===== src/rtl/usr_pkg.sv =====
// Shared definitions for the universal shift register and its sequencer.
package usr_pkg;

  // Universal shift register mode select values.
  localparam logic [1:0] MODE_HOLD = 2'b00;
  localparam logic [1:0] MODE_SHR  = 2'b01;
  localparam logic [1:0] MODE_SHL  = 2'b10;
  localparam logic [1:0] MODE_LOAD = 2'b11;

  // Sequencer FSM states.
  typedef enum logic [1:0] {
    StIdle  = 2'b00,
    StLoad  = 2'b01,
    StShift = 2'b10,
    StDone  = 2'b11
  } state_e;

endpackage


===== src/rtl/usr_sequencer.sv =====
// Sequencer driving a universal shift register: loads a word, issues N shifts
// (right or left, rotate or fill) and collects the bits shifted out.
module usr_sequencer
  import usr_pkg::*;
#(
  parameter int unsigned W  = 4,
  parameter int unsigned CW = 3
) (
  input  logic          clk,
  input  logic          reset,
  input  logic          in_valid,
  output logic          in_ready,
  input  logic [W-1:0]  in_data,
  input  logic          in_dir,
  input  logic          in_rot,
  input  logic          in_fill,
  input  logic [CW-1:0] in_cnt,
  input  logic          sr_out,
  input  logic          sl_out,
  output logic [1:0]    s,
  output logic [W-1:0]  i,
  output logic          SR,
  output logic          SL,
  output logic          busy,
  output logic          done,
  output logic [W-1:0]  ser_data
);

  state_e        state_q, state_d;
  logic [CW-1:0] cnt_q, cnt_d;
  logic [CW-1:0] shift_q, shift_d;
  logic [W-1:0]  data_q, data_d;
  logic          dir_q, dir_d;
  logic          rot_q, rot_d;
  logic          fill_q, fill_d;
  logic [W-1:0]  ser_q, ser_d;
  logic          out_bit;

  // Bit leaving the register on the current shift.
  assign out_bit = dir_q ? sl_out : sr_out;

  // State and job-field registers.
  always_ff @(posedge clk or negedge reset) begin
    if (!reset) begin
      state_q <= StIdle;
      cnt_q   <= '0;
      shift_q <= '0;
      data_q  <= '0;
      dir_q   <= 1'b0;
      rot_q   <= 1'b0;
      fill_q  <= 1'b0;
      ser_q   <= '0;
    end else begin
      state_q <= state_d;
      cnt_q   <= cnt_d;
      shift_q <= shift_d;
      data_q  <= data_d;
      dir_q   <= dir_d;
      rot_q   <= rot_d;
      fill_q  <= fill_d;
      ser_q   <= ser_d;
    end
  end

  // Next-state: job acceptance, shift counting and serial-out capture.
  always_comb begin
    state_d = state_q;
    cnt_d   = cnt_q;
    shift_d = shift_q;
    data_d  = data_q;
    dir_d   = dir_q;
    rot_d   = rot_q;
    fill_d  = fill_q;
    ser_d   = ser_q;
    unique case (state_q)
      StIdle: begin
        if (in_valid) begin
          data_d  = in_data;
          dir_d   = in_dir;
          rot_d   = in_rot;
          fill_d  = in_fill;
          // More than W shifts is meaningless; clamp at accept time.
          cnt_d   = (in_cnt > CW'(W)) ? CW'(W) : in_cnt;
          shift_d = '0;
          ser_d   = '0;
          state_d = StLoad;
        end
      end
      StLoad: begin
        shift_d = '0;
        state_d = (cnt_q != '0) ? StShift : StDone;
      end
      StShift: begin
        ser_d   = ser_q | ({{(W-1){1'b0}}, out_bit} << shift_q);
        shift_d = shift_q + CW'(1);
        if (shift_q == cnt_q - CW'(1)) begin
          state_d = StDone;
        end
      end
      StDone: begin
        state_d = StIdle;
      end
      default: begin
        state_d = StIdle;
      end
    endcase
  end

  // Register control and handshake outputs decoded from the state.
  always_comb begin
    s        = MODE_HOLD;
    i        = data_q;
    SR       = 1'b0;
    SL       = 1'b0;
    busy     = 1'b0;
    done     = 1'b0;
    in_ready = 1'b0;
    unique case (state_q)
      StIdle: begin
        in_ready = 1'b1;
      end
      StLoad: begin
        s    = MODE_LOAD;
        busy = 1'b1;
      end
      StShift: begin
        s    = dir_q ? MODE_SHL : MODE_SHR;
        SR   = rot_q ? sr_out : fill_q;
        SL   = rot_q ? sl_out : fill_q;
        busy = 1'b1;
      end
      StDone: begin
        done = 1'b1;
      end
      default: begin
        in_ready = 1'b1;
      end
    endcase
  end

  assign ser_data = ser_q;

endmodule


===== config.mk =====
export PLATFORM = sky130hd
export DESIGN_NAME = usr_sequencer
export DESIGN_NICKNAME = d
export VERILOG_FILES = /design/src/rtl/usr_pkg.sv /design/src/rtl/usr_sequencer.sv
export SDC_FILE = /design/constraint.sdc
export NUM_CORES = 1
export LEC_CHECK = 0
export CORE_MARGIN = 8
export CORE_UTILIZATION = 45
export CTS_CLUSTER_SIZE = 12
export DETAILED_ROUTE_END_ITERATION = 8
export GPL_TIMING_DRIVEN = 0
export PLACE_DENSITY = 0.75
export SETUP_SLACK_MARGIN = 0.1
export SLEW_MARGIN = 20
export SYNTH_ARGS = -nofsm -noshare
export SYNTH_HDL_FRONTEND = slang
export SYNTH_SLANG_ARGS = --single-unit

===== constraint.sdc =====
create_clock -name clk -period 2.1 [get_ports clk]
set_input_delay 0.315 -clock clk [delete_from_list [all_inputs] [get_ports clk]]
set_output_delay 0.315 -clock clk [all_outputs]
set_load 0.03 [all_outputs]

==> run metrics <==
remaining max-slew budget at the tightest pin 0.411; hold buffers post-CTS 0; final-layout worst hold slack 0.500 ns; CP Max Fanout 4; Filler Cells Inserted 191; number of endpoints with negative hold slack in the final report 0; Slew @ Worst Pin 0.880 ns; busiest layer in global routing met2; Die ar. 0.00399 sq mm; Synth-to-Final Area Change 34.2%; Data arrival, critical path 1.62 ns; later-pin clock latency in the skew report 0.29 ns; average vias per placed instance 5.07; clk root buf sky130_fd_sc_hd__clkbuf_4; initial cell density of the core 0.465; required time of the critical path 1.78 ns; final RePlAce weighted congestion 0.763; met2 track utilization from global routing 0.191; 1st-iter DRT viols 10; Critical R2R Launch cnt_q[0]$_DFFE_PN0P_; combinational share of power 0.615; net count reported at finish 150; number of vias after detailed routing 786; residual DRC count 0; switching power of the nets 0.000990 W; worst slack at placement -0.0558 ns; post-detailed-routing wire length 2130 microns; CP Class register to primary output; total placed cells including tap cells 150; run status finished clean; max-capacitance violation count 0; global route overflow 0; highest clock frequency the design can meet 0.518 GHz; final setup skew 0.00284 ns; antenna violations before repair 0; pwr/cell area 1610 mW/mm^2; share of post-route cells with drive strength above 1 0.150; register area share after synthesis 0.476; number of setup violations in the final report 0; final period utilization 0.919; total global-route track usage 0.114; switching share of total power 0.458; number of library cell types mapped by synthesis 20; number of nets still failing antenna checks after routing 0; area inside the core boundary 0.00215 sq mm; number of storage elements in the synthesis netlist 19; final setup slack of the worst path 0.170 ns; sort of element at the start of the critical path register; met3 GRT Util 0.0442; number of global-route vias before repair 834; placed instance area 0.00133 sq mm; final critical delay including setup and external delays 1.93 ns; worst hold path startpoint cnt_q[1]$_DFFE_PN0P_; worst vdd ir 979 uV; CTS tree built; Hold Crit Depth 2; Die Width 63.1 microns; share of power burned in the clock network 0.086; Post-Synthesis Cell Area 1000 sq um; hpwl dp 1690 microns; # diodes 0; Avg Synthesized Cell Area 10.7 sq um; count of H-tree levels built during CTS 1; sink of the worst hold path cnt_q[1]$_DFFE_PN0P_; clock transition time at the flip-flop clock pins of the worst setup and hold paths 0.11 ns; first-pass GRT wire length 3710 microns; worst-case register-to-register setup slack 0.38 ns; logic depth of the worst register-to-register path 7; number of ports placed on the die boundary 30; total number of placement rows 17; Yosys warnings 0; routed wire length per instance 13.8 microns; final slew viol count 0; maximum number of buffers from clock root to sink 2; number of nets in the synthesized netlist 115; reg-to-reg critical path endpoint state_q[1]$_DFFE_PN0P_; count of TritonRoute iterations in the first routing pass 2; vertical die dimension 63.1 microns; leakage power figure 0.594 nW; maximum number of pins on one net before global-route repair 20; Critical Path Sink Type primary output; unrepaired setup endpoints after global routing false; sequential share of power 0.299; synthesized instance count 93; Post-Layout Cell Count 155; design area 0.00134 sq mm; CTS sink count 19; type of the tightest min-delay check register to register; met1 Track Usage GR 0.124; clock buffers created by TritonCTS 3; total internal power 0.00117 W; buffers added on ports 29
-- cells by family after synthesis --
kind of cell | synth area share
simple gates | 0.120
compound gates | 0.138
flops | 0.476
mux | 0.120
buf+inv | 0.0325
fa+ha+maj | 0.0876
xor+xnor | 0.0263
-- synthesized netlist by cell type --
| cell | n | area share |
|---|---|---|
| sky130_fd_sc_hd__xnor2_1 | 3 | 0.026 |
| sky130_fd_sc_hd__ha_1 | 7 | 0.088 |
| sky130_fd_sc_hd__mux2_2 | 8 | 0.090 |
| sky130_fd_sc_hd__a21boi_0 | 2 | 0.015 |
| sky130_fd_sc_hd__a22o_1 | 1 | 0.0088 |
| sky130_fd_sc_hd__a31oi_1 | 5 | 0.031 |
| sky130_fd_sc_hd__nand2_1 | 8 | 0.030 |
| sky130_fd_sc_hd__dfrtp_1 | 19 | 0.48 |
| sky130_fd_sc_hd__mux2i_1 | 3 | 0.030 |
| sky130_fd_sc_hd__o21ai_0 | 4 | 0.020 |
| sky130_fd_sc_hd__nand3_1 | 1 | 0.0050 |
| sky130_fd_sc_hd__buf_2 | 2 | 0.010 |
| sky130_fd_sc_hd__nor2b_1 | 3 | 0.019 |
| sky130_fd_sc_hd__o31ai_4 | 1 | 0.021 |
| sky130_fd_sc_hd__nor2_1 | 6 | 0.023 |
| sky130_fd_sc_hd__o21a_1 | 1 | 0.0075 |
| sky130_fd_sc_hd__a31o_1 | 1 | 0.0088 |
| sky130_fd_sc_hd__inv_1 | 6 | 0.023 |
| sky130_fd_sc_hd__nand2b_1 | 7 | 0.044 |
| sky130_fd_sc_hd__a21oi_1 | 5 | 0.025 |
-- worst max path at each step --
stage / from / endpoint / slack, ns / cells after the start
after floorplan: state_q[0]$_DFFE_PN0P_ / SL / 0.22 / 4
after global placement: state_q[0]$_DFFE_PN0P_ / s[0] / -0.03 / 6
after detailed placement: state_q[0]$_DFFE_PN0P_ / SR / -0.06 / 5
after CTS: state_q[0]$_DFFE_PN0P_ / s[0] / 0.03 / 6
after global routing: state_q[0]$_DFFE_PN0P_ / s[0] / 0.12 / 6
final: state_q[0]$_DFFE_PN0P_ / done / 0.17 / 3
-- critical path, cell delays in order (launching register included) --
cell,delay [ns]
sky130_fd_sc_hd__dfrtp_1,0.40
sky130_fd_sc_hd__buf_4,0.15
sky130_fd_sc_hd__ha_1,0.18
sky130_fd_sc_hd__clkdlybuf4s50_1,0.59
-- through the flow --
| stage | power, W | TNS, ns | util |
|---|---|---|---|
| floorplan | 0.00157 | 0 | - |
| global placement | 0.00200 | -0.0332 | 0.617 |
| detailed placement | 0.00204 | -0.162 | 0.617 |
| CTS | 0.00222 | 0 | 0.632 |
| global route | 0.00233 | 0 | 0.624 |
| finish | 0.00216 | 0 | 0.624 |
-- layout by cell type, fill, tap and decap left out, drive strengths merged, types with 2 or more instances in the layout --
cell type / instances
clkbuf: 5
mux2i: 3
a21boi: 2
inv: 6
xnor2: 3
nor2b: 3
clkdlybuf4s50: 23
o21ai: 4
mux2: 8
nand2: 8
a21oi: 5
buf: 6
nand2b: 7
dfrtp: 19
dlygate4sd2: 2
nor2: 6
ha: 7
a31oi: 5
-- sequential cells by signal, indices dropped and copies added (netlist names) --
name	flops
i	4
cnt_q	3
state_q	2
shift_q	3
ser_data	4
dir_q	1
fill_q	1
rot_q	1
-- power by group through the flow --
stage / Sequential [W] / Clock [W] / Combinational [W]
after floorplan: 0.000777 / 0 / 0.000798
after global placement: 0.000649 / 0 / 0.00135
after detailed placement: 0.000664 / 0 / 0.00138
after CTS: 0.000646 / 0.000193 / 0.00138
after global routing: 0.000666 / 0.000202 / 0.00146
final: 0.000645 / 0.000186 / 0.00133
-- cell type report --
class	count	area [sq um]	share of cell area
buffer	2	12.5	0.00933
tap	28	35.0	0.0261
timing repair buffer	30	278	0.207
clock buffer	4	26.3	0.0196
multi-input combinational	66	492	0.367
sequential	19	475	0.354
inverter	6	22.5	0.0168
-- per-layer routing --
layer | wire [microns] | up-vias | part of all wire
met5 | 0 | - | 0
met4 | 24 | 0 | 0.011
met3 | 151 | 4 | 0.071
met2 | 1080 | 21 | 0.51
met1 | 879 | 373 | 0.41
li1 | - | 388 | -
-- timing repair --
| item | CTS | global route |
|---|---|---|
| pin swaps | 0 | 0 |
| endpoints found under the setup margin | 6 | 3 |
| setup buffers | 1 | 0 |
| resized for setup | 20 | 4 |
Note: power is estimated with default switching activity, not from simulation.
